===== src/rtl/processor_sharing_result_return_if.sv =====
// Result-return bus: two processor result ports, four stream sinks, fill levels and drop counter.
// The slave modport is the return-path block; the master modport is the processors plus consumers.
interface processor_sharing_result_return_if #(
    parameter int unsigned CNT_W  = 3,
    parameter int unsigned DROP_W = 8
);
    logic [15:0]            proc0_data;
    logic                   proc0_ready;
    logic [15:0]            proc1_data;
    logic                   proc1_ready;
    logic [3:0][15:0]       sink_data;
    logic [3:0]             sink_valid;
    logic [3:0]             sink_ready;
    logic [3:0][CNT_W-1:0]  fill;
    logic [DROP_W-1:0]      drop_count;

    modport master (
        output proc0_data, proc1_data, sink_ready,
        input  proc0_ready, proc1_ready, sink_data, sink_valid, fill, drop_count
    );

    modport slave (
        input  proc0_data, proc1_data, sink_ready,
        output proc0_ready, proc1_ready, sink_data, sink_valid, fill, drop_count
    );
endinterface


===== src/rtl/processor_sharing_result_return.sv =====
// Return path of the 4x2 processor-sharing model: routes PROC0/PROC1 results by tag into
// one FIFO per stream (A..D), drained by valid/ready sinks; illegal tags are counted and dropped.
module processor_sharing_result_return #(
    parameter int unsigned DEPTH  = 4,
    parameter int unsigned CNT_W  = 3,
    parameter int unsigned DROP_W = 8
) (
    input  logic                              clk,
    input  logic                              rst_n,
    processor_sharing_result_return_if.slave  bus
);
    localparam int unsigned PTR_W = (DEPTH > 1) ? $clog2(DEPTH) : 1;
    localparam int unsigned NS    = 4;
    localparam logic [CNT_W:0] DEPTH_C = (CNT_W+1)'(DEPTH);

    logic             legal0, legal1;
    logic             ill0, ill1;
    logic             acc0, acc1;
    logic [1:0]       t0, t1;
    logic [CNT_W:0]   occ0, occ1;
    logic [CNT_W-1:0] fill_q [NS];

    logic [DROP_W-1:0] drop_q, drop_d;
    logic [DROP_W:0]   drop_sum;

    // Returns {legal, stream index}; zero and unknown tags come back as not legal.
    function automatic logic [2:0] decode_tag(input logic [3:0] tag);
        case (tag)
            4'hA:    return 3'b100;
            4'hB:    return 3'b101;
            4'hC:    return 3'b110;
            4'hD:    return 3'b111;
            default: return 3'b000;
        endcase
    endfunction

    // Room is judged on registered fill only, so no sink_ready term reaches proc ready.
    always_comb begin
        {legal0, t0} = decode_tag(bus.proc0_data[15:12]);
        {legal1, t1} = decode_tag(bus.proc1_data[15:12]);
        ill0 = (bus.proc0_data != '0) && !legal0;
        ill1 = (bus.proc1_data != '0) && !legal1;

        occ0 = {1'b0, fill_q[t0]};
        acc0 = legal0 && (occ0 < DEPTH_C);
        occ1 = {1'b0, fill_q[t1]} + {{CNT_W{1'b0}}, (acc0 && (t0 == t1))};
        acc1 = legal1 && (occ1 < DEPTH_C);

        bus.proc0_ready = !legal0 || (occ0 < DEPTH_C);
        bus.proc1_ready = !legal1 || (occ1 < DEPTH_C);
    end

    always_comb begin
        drop_sum = {1'b0, drop_q} + (DROP_W+1)'(ill0) + (DROP_W+1)'(ill1);
        drop_d   = drop_sum[DROP_W] ? '1 : drop_sum[DROP_W-1:0];
    end

    always_ff @(posedge clk or negedge rst_n) begin
        if (!rst_n) drop_q <= '0;
        else        drop_q <= drop_d;
    end

    assign bus.drop_count = drop_q;

    for (genvar s = 0; s < NS; s++) begin : g_stream
        logic             push0, push1, pop;
        logic [PTR_W-1:0] wr_ptr_q, wr_ptr_d;
        logic [PTR_W-1:0] rd_ptr_q, rd_ptr_d;
        logic [CNT_W-1:0] cnt_q, cnt_d;
        logic [15:0]      mem_q [DEPTH];

        always_comb begin
            push0    = acc0 && (t0 == 2'(s));
            push1    = acc1 && (t1 == 2'(s));
            pop      = (cnt_q != '0) && bus.sink_ready[s];
            wr_ptr_d = wr_ptr_q + PTR_W'(push0) + PTR_W'(push1);
            rd_ptr_d = rd_ptr_q + PTR_W'(pop);
            cnt_d    = cnt_q + CNT_W'(push0) + CNT_W'(push1) - CNT_W'(pop);
        end

        always_ff @(posedge clk or negedge rst_n) begin
            if (!rst_n) begin
                wr_ptr_q <= '0;
                rd_ptr_q <= '0;
                cnt_q    <= '0;
            end else begin
                wr_ptr_q <= wr_ptr_d;
                rd_ptr_q <= rd_ptr_d;
                cnt_q    <= cnt_d;
            end
        end

        // Same-tag double accept: PROC0 lands first, PROC1 in the following slot.
        always_ff @(posedge clk) begin
            if (push0) mem_q[wr_ptr_q] <= bus.proc0_data;
            if (push1) mem_q[wr_ptr_q + PTR_W'(push0)] <= bus.proc1_data;
        end

        assign fill_q[s]         = cnt_q;
        assign bus.fill[s]       = cnt_q;
        assign bus.sink_valid[s] = (cnt_q != '0);
        assign bus.sink_data[s]  = (cnt_q != '0) ? mem_q[rd_ptr_q] : '0;
    end
endmodule


===== src/flat_wrapper.sv =====
// flat-port wrapper written by rule: the top's interface ports become plain ports
module processor_sharing_result_return_flat 
#(
    parameter int unsigned DEPTH  = 4,
    parameter int unsigned CNT_W  = 3,
    parameter int unsigned DROP_W = 8
)
  (clk, rst_n, bus_proc0_data, bus_proc1_data, bus_sink_ready, bus_proc0_ready, bus_proc1_ready, bus_sink_data, bus_sink_valid, bus_fill, bus_drop_count);
  processor_sharing_result_return_if #(.CNT_W(CNT_W), .DROP_W(DROP_W)) bus_i ();
  input  logic clk;
  input  logic rst_n;
  input wire logic [$bits(bus_i.proc0_data)-1:0] bus_proc0_data;
  input wire logic [$bits(bus_i.proc1_data)-1:0] bus_proc1_data;
  input wire logic [$bits(bus_i.sink_ready)-1:0] bus_sink_ready;
  output wire logic [$bits(bus_i.proc0_ready)-1:0] bus_proc0_ready;
  output wire logic [$bits(bus_i.proc1_ready)-1:0] bus_proc1_ready;
  output wire logic [$bits(bus_i.sink_data)-1:0] bus_sink_data;
  output wire logic [$bits(bus_i.sink_valid)-1:0] bus_sink_valid;
  output wire logic [$bits(bus_i.fill)-1:0] bus_fill;
  output wire logic [$bits(bus_i.drop_count)-1:0] bus_drop_count;
  assign bus_i.proc0_data = bus_proc0_data;
  assign bus_i.proc1_data = bus_proc1_data;
  assign bus_i.sink_ready = bus_sink_ready;
  assign bus_proc0_ready = bus_i.proc0_ready;
  assign bus_proc1_ready = bus_i.proc1_ready;
  assign bus_sink_data = bus_i.sink_data;
  assign bus_sink_valid = bus_i.sink_valid;
  assign bus_fill = bus_i.fill;
  assign bus_drop_count = bus_i.drop_count;
  processor_sharing_result_return #(.DEPTH(DEPTH), .CNT_W(CNT_W), .DROP_W(DROP_W)) u_core (.clk(clk), .rst_n(rst_n), .bus(bus_i));
endmodule

===== config.mk =====
export PLATFORM = sky130hd
export DESIGN_NAME = processor_sharing_result_return_flat
export DESIGN_NICKNAME = d
export VERILOG_FILES = /design/src/rtl/processor_sharing_result_return_if.sv /design/src/rtl/processor_sharing_result_return.sv /design/src/flat_wrapper.sv
export SDC_FILE = /design/constraint.sdc
export NUM_CORES = 1
export LEC_CHECK = 0
export CORE_MARGIN = 2
export CORE_UTILIZATION = 53
export DETAILED_ROUTE_END_ITERATION = 16
export HOLD_SLACK_MARGIN = 0.05
export PLACE_DENSITY = 0.88
export SYNTH_ARGS = -nofsm -noshare
export SYNTH_HDL_FRONTEND = slang
export SYNTH_SLANG_ARGS = --single-unit

===== constraint.sdc =====
create_clock -name clk -period 2.9 [get_ports clk]
set_input_delay 0.58 -clock clk [delete_from_list [all_inputs] [get_ports clk]]
set_output_delay 0.58 -clock clk [all_outputs]
set_load 0.05 [all_outputs]

; Yosys cells after proc, flatten, opt, wreduce, memory -nomap -nowiden
; Memory sizes are Yosys's and may differ from the RTL's.
; Index checks and enable logic that the tools add are counted.
[totals]
ff_bits = 36
ramBits = 256
inputBits = 38
output_inout_bits = 90
elab_cells = 123
n_memories = 4
[classes]
addsub = 27
magnitude_cmp = 4
eq_ne = 15
n_mux = 29
bitwise = 2
n_reduce_logical = 29
[memory_table]
columns = memory, depth, width, read_ports, rd_clocked_by_memory_dff, wr, line
row1 = u_core.g_stream[0].mem_q, 4, 16, 1, 0, 2, processor_sharing_result_return.sv:70  ; logic [15:0] mem_q [DEPTH];
row2 = u_core.g_stream[1].mem_q, 4, 16, 1, 0, 2, processor_sharing_result_return.sv:70
row3 = u_core.g_stream[2].mem_q, 4, 16, 1, 0, 2, processor_sharing_result_return.sv:70
row4 = u_core.g_stream[3].mem_q, 4, 16, 1, 0, 2, processor_sharing_result_return.sv:70
[ops]
columns = cell, n
row1 = 16-bit two-way mux, 4
row2 = "4-bit == test, second input constant", 8
row3 = 16-bit nonzero test, 2
row4 = 2-bit by 1-bit adder with 2-bit output, 12
row5 = 3-bit by 1-bit adder with 3-bit output, 8
row6 = 3-bit case mux with 4 select lines, 2
row7 = 1-bit logical AND, 17
row8 = 1-bit two-way mux, 16
row9 = 3-bit binary-select mux with 2-bit select, 2
row10 = 3-bit two-way mux, 4
row11 = 3-bit nonzero test, 4
row12 = 3-bit by 1-bit subtractor with 3-bit output, 4
row13 = 8-bit by 1-bit adder with 9-bit output, 1
row14 = 9-bit by 1-bit adder with 9-bit output, 1
row15 = "2-bit == test, second input constant", 4
row16 = 8-bit two-way mux, 1
row17 = "3-bit greater-or-equal comparator, second input constant", 2
row18 = 2-bit NOT with 3-bit output, 2
row19 = 3-bit by 1-bit adder with 4-bit output, 1
row20 = "2-bit by 1-bit == test with 1-bit output, second input constant", 2
row21 = 2-bit logical NOT, 2
row22 = "4-bit by 3-bit < comparator with 1-bit output, second input constant", 1
row23 = "3-bit < comparator, second input constant", 1
row24 = 2-bit == test, 1
row25 = other kinds (2), 4

; Logic depth before layout (Yosys ltp)
; Gate-level depths: netlist (run 1).
[depth]
depth_word = 15
ltp_mapped = 15
depth_no_buf = 12

; Worst setup path after synthesis (run 1)
; OpenSTA, ideal clock, no wires.
[synth_timing]
path_type = input to register
start = in bus_proc0_data[12]
end = mem u_core.g_stream[2].mem_q[2][0], enable pin
setup_ns = 0.411
arrival_time_ns = 3.227
required_time_ns = 2.489
setup_slack_ns = -0.738
path_stages = 8
path_buffers = 3
cell_sequence = buf_2 > clkbuf_1 > nor3_1 > ha_1 > nor3_1 > nand3b_4 > buf_6 > o21ai_0
[synth_lines]
columns = element, line
row1 = "start, declared", flat_wrapper.sv:12  ; input wire logic [$bits(bus_i.proc0_data)-1:0] bus_proc0_data;
row2 = "end, declared", processor_sharing_result_return.sv:70

; Final worst setup path (run 1)
[layout_timing]
start = reg u_core.g_stream[0].cnt_q[0]
end = reg u_core.g_stream[1].cnt_q[2]
[layout_via]
elab_chain_cells = 12
elab_cells_between_ends = 17
cone_classes = add/sub (4) / order compare (2) / mux (6) / reduce/logical (5)
[layout_lines]
columns = element, line
row1 = "start, declared", processor_sharing_result_return.sv:69  ; logic [CNT_W-1:0] cnt_q, cnt_d;
row2 = "start signal, assigned", processor_sharing_result_return.sv:89  ; cnt_q <= cnt_d;
row3 = 3-bit binary-select mux with 2-bit select, processor_sharing_result_return.sv:44  ; occ0 = {1'b0, fill_q[t0]};
row4 = 3-bit two-way mux (not written as such) (2 in series), processor_sharing_result_return.sv:44
row5 = 3-bit < comparator, processor_sharing_result_return.sv:45  ; acc0 = legal0 && (occ0 < DEPTH_C);
row6 = 1-bit logical AND, processor_sharing_result_return.sv:45
row7 = 1-bit logical AND, processor_sharing_result_return.sv:46  ; occ1 = {1'b0, fill_q[t1]} + {{CNT_W{1'b0}}, (acc0 && (t0 == t1))};
row8 = 3-bit by 1-bit adder with 4-bit output, processor_sharing_result_return.sv:46
row9 = 4-bit by 3-bit < comparator with 1-bit output, processor_sharing_result_return.sv:47  ; acc1 = legal1 && (occ1 < DEPTH_C);
row10 = 1-bit logical AND, processor_sharing_result_return.sv:47
row11 = 1-bit logical AND, processor_sharing_result_return.sv:74  ; push1 = acc1 && (t1 == 2'(s));
row12 = 3-bit by 1-bit adder with 3-bit output *, processor_sharing_result_return.sv:78  ; cnt_d = cnt_q + CNT_W'(push0) + CNT_W'(push1) - CNT_W'(pop);
row13 = 3-bit by 1-bit subtractor with 3-bit output *, processor_sharing_result_return.sv:78
row14 = net u_core.g_stream[1].cnt_d[2], processor_sharing_result_return.sv:69
row15 = "end signal, assigned", processor_sharing_result_return.sv:89
row16 = "end, declared", processor_sharing_result_return.sv:69
; The timed path passes the listed nets; every way through them passes the cells marked *. The select of a mux whose other input is x is not followed.

==> impl_metrics.json, run 1 <==
{
  "synthesis.nets": 1042,
  "finalHoldViolations": 0,
  "all_layer_gr_usage": 0.2615,
  "rsz0062_at_grt": "true",
  "async_reset_ff_frac": 0.1233,
  "ys_seq_area_frac": 0.5648,
  "worst-slew-pin-transition_ns": 1.000,
  "fp.dieH_um": 173.4,
  "synth-warning-count": 0,
  "ys_dominant_reg_cell": "edfxtp_1",
  "layout.cells.non_filler": 1616,
  "status": "completed",
  "ffs_latches_synth": 292,
  "dp_slack_ns": -0.8052,
  "gpl.final_weighted_congestion": 0.8416,
  "cellPowerDensity_nw_per_um2": 932.0,
  "synth_area_per_cell_um2": 15.55,
  "nNetsFinal": 1274,
  "report.power.total_w": 0.01772,
  "maxClockFrequency_mhz": 348.8,
  "floorplan.initialDensity": 0.5341,
  "cts_root_buffer": "clkbuf_16",
  "timing.slew.headroom": 0.3333,
  "worst-path-max-fanout": 4,
  "critPathCaptureType": "flop",
  "drive_above_1_share": 0.4768,
  "clk_pin_slew_worst_paths_ns": 0.06,
  "most_numerous_cell_in_the_yosys_netlist": "edfxtp_1",
  "finalWirelength_um": 39130,
  "num_io_pins": 128,
  "cts.sink_count": 292,
  "clockBufferDepth": 3,
  "setup_viol": 0,
  "fin_util": 0.6677,
  "drt_pre_antenna_iters": 5,
  "hpwl_um": 25540,
  "timing.critical_path.required_ns": 3.34,
  "placed_cells_incl_taps": 1556,
  "clk_latency_ns": 0.56,
  "floorplan.die_area_um2": 30060,
  "critical_path_class": "reg -> reg",
  "cts_htree_levels": 1,
  "clock_power_share": 0.215,
  "via_count": 9613,
  "antenna_found_initial": 1,
  "cts-buffers-inserted": 30,
  "route.detailed.wl_per_inst_um": 24.21,
  "cts_tree": "yes",
  "synth.top_cells.by_area": "edfxtp_1, mux2_2, mux4_2",
  "power_switching_share": 0.4085,
  "first_pass_grt_wire_length_um": 60120,
  "period_needed_ns": 2.867,
  "remaining_drc_errors": 0,
  "post_synthesis_cell_area_um2": 15200,
  "post-synth-top-area-fraction": 0.5056,
  "yosysUniqueCellTypes": 60,
  "internal_power_w": 0.01048,
  "number_of_synthesized_flops_with_an_enable_pin": 256,
  "fillers": 1859,
  "count_of_max_cap_constraint_violations": 0,
  "switchingPower_w": 0.007238,
  "fin_ws_ns": 0.03342,
  "synth.cells.most_frequent": "edfxtp_1, mux2_2, nor2b_1, mux4_2, clkbuf_1",
  "synthesis.instances": 978,
  "hold_path_class": "in -> async",
  "grt_pass1_vias": 10220,
  "final.period_utilization": 0.9885,
  "leakagePower_nw": 7.087,
  "cp-start-kind": "flop",
  "power.sequential.fraction": 0.308,
  "grt_max_degree": 37,
  "cts_hold_buffers": 0,
  "fp.coreArea_um2": 28470,
  "skew_ns": 0.02255,
  "post-synth-top-area-cell": "edfxtp_1",
  "antenna_violating_nets_post_route": 0,
  "power.share.combinational": 0.477,
  "detail_route.vias_per_cell": 5.949,
  "timing_max_transition_violations_final": 0,
  "io_buffers": 127,
  "grt-ovfl-total": 0,
  "row_count": 62,
  "synthToLayoutAreaGrowth_pct": 25.02,
  "dr_iter_0_viols": 978,
  "die_width_um": 173.4,
  "ir_worst_vdd_uv": 899.4,
  "arrival_time_worst_endpoint_ns": 3.30
}
cells in the final DEF, fill, tap and decap left out, drive strengths merged, types with 5 or more instances in the layout:
master / netlist / final
a21oi: 6 / 6
and2: 20 / 20
buf: 33 / 219
clkbuf: 46 / 41
clkdlybuf4s50: 0 / 48
clkinv: 0 / 8
dfrtp: 36 / 36
dlygate4sd2: 0 / 9
edfxtp: 256 / 256
fa: 9 / 9
ha: 17 / 17
inv: 24 / 25
mux2: 192 / 192
mux4: 64 / 64
nand2: 27 / 27
nand2b: 34 / 34
nand3: 6 / 6
nand3b: 5 / 5
nand4: 6 / 6
nor2: 11 / 11
nor2b: 80 / 80
nor3: 10 / 10
nor4: 8 / 8
o21ai: 8 / 8
or2: 13 / 13
xnor2: 13 / 13
xor2: 13 / 13
metrics by stage:
step / hold slack, ns / setup TNS (ns) / area [um2]
finish: 0.1576 / 0 / 19010
floorplan: 0.2844 / -7.863 / 15400
global route: 0.2118 / -0.04928 / 19010
detailed placement: 0.5370 / -230.55 / 17960
global placement: 0.5197 / -201.85 / 17960
CTS: 0.1788 / -0.005093 / 18980
layout make-up:
cell class / instances / area, um2 / share of cell area
inverter: 24 / 90.09 / 0.004739
timing repair buffer: 279 / 2527 / 0.1330
tap: 384 / 480.5 / 0.02527
sequential: 292 / 8591 / 0.4519
clock inverter: 14 / 151.4 / 0.007964
antenna: 1 / 2.502 / 0.0001316
multi-input combinational: 583 / 6361 / 0.3346
clock buffer: 39 / 805.8 / 0.04239
routing by layer:
layer,track usage,vias to the layer above,part of all wire
li1,-,4160,-
met1,0.3471,4848,0.39
met2,0.4515,528,0.50
met3,0.03728,77,0.082
met4,0.07698,0,0.029
met5,0,-,0
power groups by stage:
stage                     combinational (W)  sequential [W]  clock, W
after global routing                0.00885         0.00550   0.00401
after global placement              0.00821         0.00550         0
after floorplan                     0.00524         0.00590         0
after CTS                           0.00846         0.00544   0.00384
after detailed placement            0.00834         0.00552         0
final                               0.00845         0.00545   0.00381
critical path, cell delays in order, from the launching register on:
cell      delay (ns)
dfrtp_1         0.45
nor4bb_4        0.19
a211oi_2        0.23
a211oi_2        0.08
a31oi_4         0.23
buf_6           0.14
nand2_1         0.07
ha_1            0.30
inv_1           0.06
fa_2            0.35
fa_2            0.37
xnor2_2         0.15
xnor2_1         0.13
logic make-up after synthesis:
| kind of cell | share of synthesized area |
|---|---|
| flops | 0.5648 |
| mux | 0.2404 |
| buf+inv | 0.03292 |
| fa+ha+maj | 0.02584 |
| simple gates | 0.1048 |
| compound gates | 0.01629 |
| xor+xnor | 0.01498 |
state kept, by name (all words and copies together), names as in the netlist:
name,cells
u_core.g_stream.mem_q,256
u_core.g_stream.cnt_q,12
u_core.g_stream.rd_ptr_q,8
u_core.g_stream.wr_ptr_q,8
u_core.bus.drop_count,8
timing repair:
| item | 4_1_cts | 5_1_grt |
|---|---|---|
| endpoints found under the setup margin | 111 | 7 |
| resized for setup | 20 | 12 |
| hold endpoints to repair | 0 | 0 |
| cloned | 2 | 0 |
| buffers inserted | 3 | 1 |
| pin swaps | 4 | 4 |
final timing paths:
| check | slack, ns | depth (start not counted) | to | startpoint |
|---|---|---|---|---|
| max in group asynchronous | 2.11 | 1 | u_core.g_stream[2].cnt_q[2]$_DFF_PN0_ | rst_n |
| max reg2reg | 0.03 | 12 | u_core.g_stream[1].cnt_q[2]$_DFF_PN0_ | u_core.g_stream[0].cnt_q[0]$_DFF_PN0_ |
| min | 0.16 | 1 | u_core.g_stream[1].wr_ptr_q[0]$_DFF_PN0_ | rst_n |
| min in group clk | 0.55 | 1 | u_core.bus.drop_count[6]$_DFF_PN0_ | u_core.bus.drop_count[6]$_DFF_PN0_ |
| max | 0.03 | 12 | u_core.g_stream[1].cnt_q[2]$_DFF_PN0_ | u_core.g_stream[0].cnt_q[0]$_DFF_PN0_ |
| min reg2reg | 0.55 | 1 | u_core.bus.drop_count[6]$_DFF_PN0_ | u_core.bus.drop_count[6]$_DFF_PN0_ |
No activity file was read; power rests on OpenSTA's default activity.
==> run 2: changes to the inputs <==
Settings changed: ABC_CLOCK_PERIOD_IN_PS set to 2900, CELL_PAD_IN_SITES_DETAIL_PLACEMENT set to 1, CELL_PAD_IN_SITES_GLOBAL_PLACEMENT set to 1, CORE_UTILIZATION 53 to 45, RECOVER_POWER set to 100.
==> run 2 against run 1 <==
Effect of this change:
- the flow now finishes with violations (max-capacitance violations, max-slew violations, negative setup slack)
- clock-buffer cell count grew 5
- non-clock buffer count grew 4
- setup slack lost 0.099 ns
- global-route usage grew 0.12 points
- final area grew 1.3%
- maximum frequency shrank 3.3%
- combinational power grew 2.6%
- sequential cell count is the same
- register-to-register slack lost 0.099 ns
- final cell count grew 4.6%
- clock power grew 7.1%
- first-iteration DRC count shrank 13%
- critical endpoint is now u_core.g_stream[0].cnt_q[2]$_DFF_PN0_
- largest cell class unchanged
- highest routed layer unchanged
==> impl_metrics.json, run 2 (same netlist as run 1, synthesis figures left out) <==
{
  "fin_util": 0.5774,
  "skew_ns": 0.02594,
  "finalHoldViolations": 0,
  "timing.critical_path.required_ns": 3.29,
  "cp-start-kind": "flop",
  "cp_cell_sequence": "nor4bb_4 -> a211oi_2 -> a211oi_2 -> a31oi_4 -> buf_6 -> nand2_4 -> ha_4 -> inv_2 -> fa_2 -> fa_2 -> xor2_2 -> xnor2_1",
  "crit_path_max_incr_delay_ns": 0.46,
  "arrival_time_worst_endpoint_ns": 3.35,
  "final_common_cell": "edfxtp_1",
  "dr_iter_0_viols": 851,
  "status": "complete, but fails checks",
  "cts_hold_buffers": 0,
  "hold_path_class": "reg -> reg",
  "antenna_violating_nets_post_route": 0,
  "detailed_place.area_um2": 18060,
  "timing_max_transition_violations_final": 37,
  "route.detailed.wl_per_inst_um": 27.28,
  "final.period_utilization": 1.023,
  "maxClockFrequency_mhz": 337.2,
  "cts_htree_levels": 2,
  "largest_register_ffs": 256,
  "fin_area_um2": 19270,
  "fp.coreArea_um2": 33360,
  "worst-slew-pin-transition_ns": 2.359,
  "most-common-layout-cells": "edfxtp_1, buf_4, mux2_2",
  "multi_input_area_um2": 6409,
  "cts_root_buffer": "clkbuf_16",
  "clockBufferDepth": 3,
  "reg.largest.list": "u_core.g_stream.mem_q: 256 flops, u_core.g_stream.cnt_q: 12 flops",
  "register_with_the_most_flip_flops": "u_core.g_stream.mem_q",
  "grt-ovfl-total": 0,
  "remaining_drc_errors": 0,
  "hpwl_um": 30850,
  "gpl.final_weighted_congestion": 0.8044,
  "nNetsFinal": 1282,
  "period_needed_ns": 2.966,
  "cts.sink_count": 292,
  "finalWirelength_um": 46130,
  "crit_path_top_delay_cell": "dfrtp_2",
  "hold-worst-slack_ns": 0.5696,
  "floorplan.initialDensity": 0.4557,
  "row_count": 67,
  "num_io_pins": 128,
  "worstPathBufferInverterCount": 2,
  "clk_pin_slew_worst_paths_ns": 0.06,
  "leakagePower_nw": 7.176,
  "via_count": 9762,
  "drt_pre_antenna_iters": 4,
  "fp.dieH_um": 187.8,
  "rsz0062_at_grt": "true",
  "count_of_max_cap_constraint_violations": 1,
  "clk_latency_ns": 0.52,
  "first_pass_grt_wire_length_um": 69510,
  "cellPowerDensity_nw_per_um2": 946.8,
  "synthToLayoutAreaGrowth_pct": 26.71,
  "fin_ws_ns": -0.06552,
  "ir_worst_vdd_uv": 873.2,
  "fillers": 3175,
  "floorplan.die_area_um2": 35270,
  "critPathCaptureType": "flop",
  "setup_viol": 2,
  "all_layer_gr_usage": 0.2627,
  "grt_max_degree": 37,
  "cts-buffers-inserted": 34,
  "register_area_um2": 8592,
  "die_width_um": 187.8,
  "detail_route.vias_per_cell": 5.773,
  "antenna_found_initial": 0,
  "cts_tree": "yes",
  "drive_above_1_share": 0.4916,
  "timing.slew.headroom": -0.5725,
  "io_buffers": 127,
  "path_delay_family": "adder cells",
  "failing_checks": "max-capacitance violations, max-slew violations, negative setup slack",
  "grt_pass1_vias": 10820,
  "worst-path-max-fanout": 5,
  "critical_path_class": "reg -> reg",
  "antenna_cells_inserted": 0
}
-- run 2: power breakdown --
group          leakage, nW  internal [W]  switching [W]
logic                 3.93       0.00328        0.00539
clock network        0.522       0.00236        0.00172
registers             2.73       0.00503       0.000466
total                 7.18        0.0107        0.00758
-- run 2: worst paths after layout --
check | from | endpoint | slack (ns) | cells past startpoint
min reg2reg | u_core.bus.drop_count[6]$_DFF_PN0_ | u_core.bus.drop_count[6]$_DFF_PN0_ | 0.57 | 1
min | u_core.bus.drop_count[6]$_DFF_PN0_ | u_core.bus.drop_count[6]$_DFF_PN0_ | 0.57 | 1
max reg2reg | u_core.g_stream[0].cnt_q[1]$_DFF_PN0_ | u_core.g_stream[0].cnt_q[2]$_DFF_PN0_ | -0.07 | 12
min in group asynchronous | rst_n | u_core.g_stream[0].cnt_q[0]$_DFF_PN0_ | 0.79 | 1
max | u_core.g_stream[0].cnt_q[1]$_DFF_PN0_ | u_core.g_stream[0].cnt_q[2]$_DFF_PN0_ | -0.07 | 12
max in group asynchronous | rst_n | u_core.g_stream[2].cnt_q[2]$_DFF_PN0_ | 0.59 | 1
-- run 2: worst register-to-register path, cell delays in order, from the launching register on --
cell	delay, ns
dfrtp_2	0.46
nor4bb_4	0.19
a211oi_2	0.24
a211oi_2	0.09
a31oi_4	0.25
buf_6	0.15
nand2_4	0.05
ha_4	0.27
inv_2	0.04
fa_2	0.41
fa_2	0.40
xor2_2	0.16
xnor2_1	0.13
-- run 2: final cells by class --
type	count	share of cell area
multi-input cells	583	0.3326
flip-flops and latches	292	0.4460
clock buffers	44	0.04825
repair buffers	283	0.1335
inverters	24	0.004676
well taps	448	0.02909
clock inverters	17	0.005845
-- run 2: stage by stage --
| stage | setup slack (ns) | TNS [ns] | power [W] | cells |
|---|---|---|---|---|
| detailed placement | -0.8526 | -258.28 | 0.01409 | 1620 |
| finish | -0.06552 | -0.07075 | 0.01824 | 1691 |
| CTS | -0.02085 | -0.02085 | 0.01827 | 1687 |
| global placement | -0.6669 | -198.50 | 0.01376 | 1620 |
| global route | -0.1111 | -0.2628 | 0.01889 | 1691 |
| floorplan | -0.3887 | -7.863 | 0.01114 | 978 |
-- run 2: timing repair --
item | 4_1_cts | 5_1_grt
pin swaps | 16 | 10
resized for setup | 26 | 22
setup endpoints to repair | 162 | 24
gates cloned | 2 | 0
setup buffers | 4 | 4
-- run 2: metal layers --
layer  GRT usage  wire, um  vias to the layer above
met1      0.3337     18360                     5129
met5           0         0                        -
met2      0.4581     23810                      374
li1            -         -                     4170
met3     0.04829      2622                       89
met4     0.07995      1340                        0
==> patch 1, RTL diff (flow settings as in run 2) <==
`CNT_W` is set to 3 in 3 places; all go to 6.
--- a/src/rtl/processor_sharing_result_return_if.sv
+++ b/src/rtl/processor_sharing_result_return_if.sv
@@ -1,7 +1,7 @@
 // Result-return bus: two processor result ports, four stream sinks, fill levels and drop counter.
 // The slave modport is the return-path block; the master modport is the processors plus consumers.
 interface processor_sharing_result_return_if #(
-    parameter int unsigned CNT_W  = 3,
+    parameter int unsigned CNT_W  = 6,
     parameter int unsigned DROP_W = 8
 );
     logic [15:0]            proc0_data;
--- a/src/rtl/processor_sharing_result_return.sv
+++ b/src/rtl/processor_sharing_result_return.sv
@@ -2,7 +2,7 @@
 // one FIFO per stream (A..D), drained by valid/ready sinks; illegal tags are counted and dropped.
 module processor_sharing_result_return #(
     parameter int unsigned DEPTH  = 4,
-    parameter int unsigned CNT_W  = 3,
+    parameter int unsigned CNT_W  = 6,
     parameter int unsigned DROP_W = 8
 ) (
     input  logic                              clk,
--- a/src/flat_wrapper.sv
+++ b/src/flat_wrapper.sv
@@ -2,7 +2,7 @@
 module processor_sharing_result_return_flat 
 #(
     parameter int unsigned DEPTH  = 4,
-    parameter int unsigned CNT_W  = 3,
+    parameter int unsigned CNT_W  = 6,
     parameter int unsigned DROP_W = 8
 )
   (clk, rst_n, bus_proc0_data, bus_proc1_data, bus_sink_ready, bus_proc0_ready, bus_proc1_ready, bus_sink_data, bus_sink_valid, bus_fill, bus_drop_count);
Interface: changed (resized bus_fill); port bits go from 128 to 140. The function was not compared with the original's and may differ.
==> patch 1 against run 2 <==
The run still ends with max-capacitance violations, max-slew violations, negative setup slack left; final area is 20% higher; total power up 14%; routed wire length grew 48%; sequential cell count up 12; combinational power grew 23%; utilization up 5.8 points; synthesized cell count grew 16%; worst hold slack lost 0.0088 ns; synthesized area grew 8.2%; setup slack got worse by 0.50 ns; highest routed layer unchanged.
==> patch 1: results (changes against run 2) <==
- FF-to-FF path depth: 14 (+2)
- Result of the run: complete, but fails checks
- Worst-Margin Slew: 2.08 ns (-0.282 ns)
- Number of buffers inserted by port buffering: 139 (+9.4%)
- Critical path capture point: u_core.g_stream[2].mem_q[1][3]$_DFFE_PP_
- Hold Path Class: flop to flop
- Synthesis warning total: 0 (unchanged)
- Crit path arrival time: 3.70 ns (+0.35 ns)
- Gate Count Post-Synth: 1132 (+16%)
- Antenna violations before repair: 0 (unchanged)
- Layout net count: 1594 (+24%)
- Fraction of layout cells with a size suffix above 1: 0.541 (+0.0499)
- Largest registers ranked by flip-flop count: u_core.g_stream.mem_q: 256 flops, u_core.g_stream.cnt_q: 24 flops
- Slack of the critical path: -0.568 ns (-0.503 ns)
- Routability congestion estimate from global placement: 0.874 (+8.6%)
- Dpl hpwl: 35.3 mm (+14%)
- Top post-synthesis cells by area: edfxtp_1 (47%), mux2_2 (11%), mux4_2 (8.8%)
- Leakage power: 0.00890 uW (+24%)
- Largest net degree at the start of global routing: 33 (-11%)
- Post-Synthesis Net Count: 1220 (+17%)
- Number of DRC markers after the initial detailed-route iteration: 1302 (+53%)
- Failing checks: max-capacitance violations, max-slew violations, negative setup slack
- Critical Path Start: u_core.g_stream[1].cnt_q[5]$_DFF_PN0_
- Synth async-reset ratio: 0.158 (+0.0346)
- Commonest cells in the synthesized netlist: edfxtp_1 (256), mux2_2 (162), nor2b_1 (71), mux4_2 (64), inv_1 (59)
- Portion of the post-synthesis area used by sequential elements: 0.540 (-0.0245)
- CTS HTree Levels: 2 (unchanged)
- Aggregate negative setup slack: -204.07 ns (-204.00 ns)
- Clock Tree Buf Depth: 3 (unchanged)
- Number of buffers added by the clock tree synthesis step: 34 (unchanged)
- Final Routed Wirelength: 68.2 mm (+48%)
- Pre-CTS WS: -1.31 ns (-0.461 ns)
- Number of enable flip-flop cells after synthesis: 256 (unchanged)
- Reg-to-reg critical path endpoint: u_core.g_stream[2].mem_q[1][3]$_DFFE_PP_
- Max Clock Skew: 0.0410 ns (+0.0151 ns)
- Number of optimization iterations in the first detailed-route pass: 5 (+1)
- Maximum Capacitance Violations: 1 (unchanged)
- # setup viols final: 579 (+577)
- Global-route wire length before repair: 91.5 mm (+32%)
- Insertion delay of the later-clocked pin in the worst-skew pair: 0.55 ns (+0.03 ns)
- Cell area reported after detailed placement: 0.0202 mm^2 (+12%)
- Switching power: 9090 uW (+20%)
- Largest voltage drop on the vdd net: 0.896 mV (+2.7%)
- Number of global-route vias before repair: 13311 (+23%)
- Biggest fanout along the worst timing path: 8 (+3)
- Number of slew-limit violations in the final report: 33 (-11%)
- Overall track demand over capacity in global routing: 0.327 (+0.0643)
- Per-cell routed wire length: 34.1 um (+25%)
- Root Driver: clkbuf_16
- Count of different cell masters after synthesis: 72 (+20%)
- Placed cells: 1859 (+15%)
- Detailed-route vias per instance: 6.38 (+11%)
## patch 1: changes by cell type in the layout (fill, tap and decap cells not counted), sizes merged, moves of 11 or more
cell	delta
dfrtp	+12
inv	+36
and2	-11
buf	+118
a21oi	+11
ha	+24
clkbuf	+15
nand2b	-21
nor2	+30
## patch 1: metal layers
layer,part of all wire,global-route usage,vias up,routed length [um]
li1,-,-,4992,-
met4,0.064,0.149,0,4380
met5,0,0,-,0
met1,0.35,0.399,6547,24000
met3,0.082,0.0563,292,5620
met2,0.50,0.569,930,34200
## patch 1: what timing repair did
| action | in CTS | in global routing |
|---|---|---|
| hold endpoints to repair | 0 | 0 |
| endpoints found under the setup margin | 560 | 592 |
| pin swaps | 49 | 55 |
| cloned | 11 | 5 |
| resized for setup | 172 | 129 |
| buffers inserted | 49 | 32 |
## patch 1: cell type report
cell class | instances | area, um^2
timing repair buffer | 423 | 4140
clock inverter | 18 | 124
fill | 3346 | 13200
sequential | 304 | 8890
inverter | 60 | 231
multi-input combinational | 683 | 8190
clock buffer | 43 | 895
tap | 468 | 586
## patch 1: logic make-up after synthesis
family,after synthesis,synth area share
compound gates,84,0.0367
xor+xnor,34,0.0181
fa+ha+maj,50,0.0421
buf+inv,146,0.0398
flops,304,0.540
mux,260,0.223
simple gates,254,0.0998
## patch 1: through the flow
stage	total power, uW	hold slack, ns
6_report	20800	0.561
3_5_place_dp	15200	0.557
3_3_place_gp	14900	0.544
2_1_floorplan	11800	0.284
4_1_cts	19900	0.181
5_1_grt	21400	0.606
## patch 1: worst min path at each step
stage,cells past startpoint,slack (ns),to
finish,2,0.56,u_core.bus.drop_count[6]$_DFF_PN0_
global route,1,0.61,u_core.bus.drop_count[4]$_DFF_PN0_
CTS,1,0.18,u_core.g_stream[2].wr_ptr_q[1]$_DFF_PN0_
detailed placement,2,0.56,u_core.bus.drop_count[6]$_DFF_PN0_
global placement,2,0.54,u_core.bus.drop_count[6]$_DFF_PN0_
floorplan,0,0.28,u_core.bus.drop_count[0]$_DFF_PN0_
## patch 1: critical path, stage by stage, from the launching register on
cell       delay [ns]
dfrtp_1          0.44
nor4bb_2         0.31
o21ai_1          0.13
o221ai_2         0.11
o2111ai_4        0.23
or3_4            0.46
inv_4            0.08
ha_4             0.17
xnor2_4          0.17
nand2_2          0.14
buf_6            0.15
nor2_4           0.07
nand3_2          0.15
o32ai_4          0.26
clkbuf_16        0.27
## patch 1: power groups by stage
| stage | combinational (uW) | sequential [uW] | clock [uW] |
|---|---|---|---|
| 2_1_floorplan | 5390 | 6390 | 0 |
| 3_5_place_dp | 9430 | 5790 | 0 |
| 3_3_place_gp | 9150 | 5760 | 0 |
| 5_1_grt | 11100 | 5860 | 4400 |
| 6_report | 10700 | 5840 | 4270 |
| 4_1_cts | 9970 | 5750 | 4140 |
==> patch 2, RTL diff (settings of run 2) <==
Made on the original files. Make the reset (`rst_n`) synchronous in 2 clocked blocks.
--- a/src/rtl/processor_sharing_result_return.sv
+++ b/src/rtl/processor_sharing_result_return.sv
@@ -55,7 +55,7 @@
         drop_d   = drop_sum[DROP_W] ? '1 : drop_sum[DROP_W-1:0];
     end
 
-    always_ff @(posedge clk or negedge rst_n) begin
+    always_ff @(posedge clk) begin
         if (!rst_n) drop_q <= '0;
         else        drop_q <= drop_d;
     end
@@ -78,7 +78,7 @@
             cnt_d    = cnt_q + CNT_W'(push0) + CNT_W'(push1) - CNT_W'(pop);
         end
 
-        always_ff @(posedge clk or negedge rst_n) begin
+        always_ff @(posedge clk) begin
             if (!rst_n) begin
                 wr_ptr_q <= '0;
                 rd_ptr_q <= '0;
Behaviour: not the same (Yosys sat finds a counterexample within 4 cycles, from zero or initial values and one cycle with rst_n low; the reset may be asserted at any time).
==> patch 2 against run 2 <==
The run ends with negative setup slack left; sequential cell count stayed put; register-to-register slack worse by 0.16 ns; clock skew is 0.011 ns higher; clock power rose by 1%; critical endpoint is now u_core.g_stream[3].cnt_q[2]$_SDFF_PN0_; largest cell class unchanged; fmax is 6.3% lower; total power fell by 12%; synthesized area fell by 0.29%; worst hold slack gained 0.025 ns; final area grew 1.2%; highest routed layer unchanged; routed wire length rose by 6.3%; sequential share of layout area decreased by 1.4 points; setup slack lost 0.20 ns; via count increased by 4.9%; critical path depth increased by 3.
==> patch 2: results (changes against run 2) <==
- Leakage power: 0.00705 uW (-1.8%)
- Top post-synthesis cells by area: edfxtp_1 (51%), mux2_2 (13%), mux4_2 (9.5%)
- Count of different cell masters after synthesis: 55 (-8.3%)
- Delay of the slowest critical-path stage: 0.37 ns (-0.09 ns)
- Clock network share of area: 0.0528 (-0.00129)
- Largest voltage drop on the vdd net: 0.686 mV (-21%)
- Routability congestion estimate from global placement: 0.844 (+4.9%)
- Setup Crit Path Kind: input pin to flop
- Result of the run: complete, but fails checks
- Fraction of layout cells with a size suffix above 1: 0.492 (+0.000573)
- Filler cells: 3164 (-0.35%)
- Post-Synthesis Net Count: 1070 (+2.7%)
- Critical Path Start: bus_proc0_data[14]
- Slack of the critical path: -0.265 ns (-0.199 ns)
- CTS HTree Levels: 1 (-1)
- Beginning of the worst hold path: u_core.bus.drop_count[7]$_SDFF_PN0_
- Portion of the post-synthesis area used by sequential elements: 0.555 (-0.0103)
- Global-route wire length before repair: 71.1 mm (+2.3%)
- Failing checks: negative setup slack
- Layout net count: 1311 (+2.3%)
- Final Routed Wirelength: 49.0 mm (+6.3%)
- Per-cell routed wire length: 28.5 um (+4.5%)
- Number of buffers outside the clock class in the layout: 286 (+1.1%)
- Fraction of area in registers: 0.432 (-0.0144)
- Final-layout clock buffer total: 34 (-23%)
- Number of global-route vias before repair: 11272 (+4.2%)
- Critical register-to-register path startpoint: u_core.g_stream[2].cnt_q[1]$_SDFF_PN0_
- Mapped Avg Cell Area: 15.1 um^2 (-3.1%)
- # setup viols final: 59 (+57)
- Number of optimization iterations in the first detailed-route pass: 5 (+1)
- Fraction of area in multi-input gates: 0.345 (+0.0120)
==> patch 2: cell count changes after synthesis, sizes merged, moves of 4 or more <==
cell,before,now
nor2,11,28
xnor2,13,18
nand4b,3,7
xor2,13,7
dfxtp,0,36
nor3,10,6
nand2,27,20
nand2b,34,38
or2,13,7
nand3,6,14
dfrtp,36,0
and2,20,38
==> patch 2: cells by family after synthesis <==
family,Yosys count,synth area share
adders and majority gates,26,0.0259
and+or+nand+nor,273,0.116
muxes,260,0.243
buffers and inverters,102,0.0337
DFF,292,0.555
AOI/OAI and AO/OA,28,0.0124
xor gates and xnor gates,25,0.0149
==> patch 2: critical path: cells and delay by family <==
family,cells,cell delay [ns]
buffers and inverters,3,0.37
xor gates and xnor gates,3,0.57
adders and majority gates,3,0.99
and+or+nand+nor,5,0.80
AOI/OAI and AO/OA,1,0.27
==> patch 2: power by group through the flow <==
stage               registers, uW  clock network, uW  logic, uW
finish                       4920               4130       7060
global route                 4930               4310       7370
CTS                          4900               4150       6900
detailed placement           4980                  0       6780
global placement             4960                  0       6590
floorplan                    5260                  0       4220
==> patch 2: metrics by stage <==
step / TNS [ns] / utilization
floorplan: -67.45 / -
global placement: -358.56 / 0.544
detailed placement: -439.48 / 0.544
CTS: -0.330 / 0.578
global route: -7.92 / 0.584
finish: -3.54 / 0.584
==> patch 2: layer usage <==
layer | share of wire | GRT usage
met5 | 0 | 0
met1 | 0.38 | 0.333
met3 | 0.067 | 0.0367
met2 | 0.52 | 0.473
met4 | 0.038 | 0.106
==> patch 2: what timing repair did <==
item	4_1_cts	5_1_grt
resized for setup	56	44
gates cloned	0	2
setup endpoints to repair	510	138
setup buffers	5	4
pin swaps	24	10
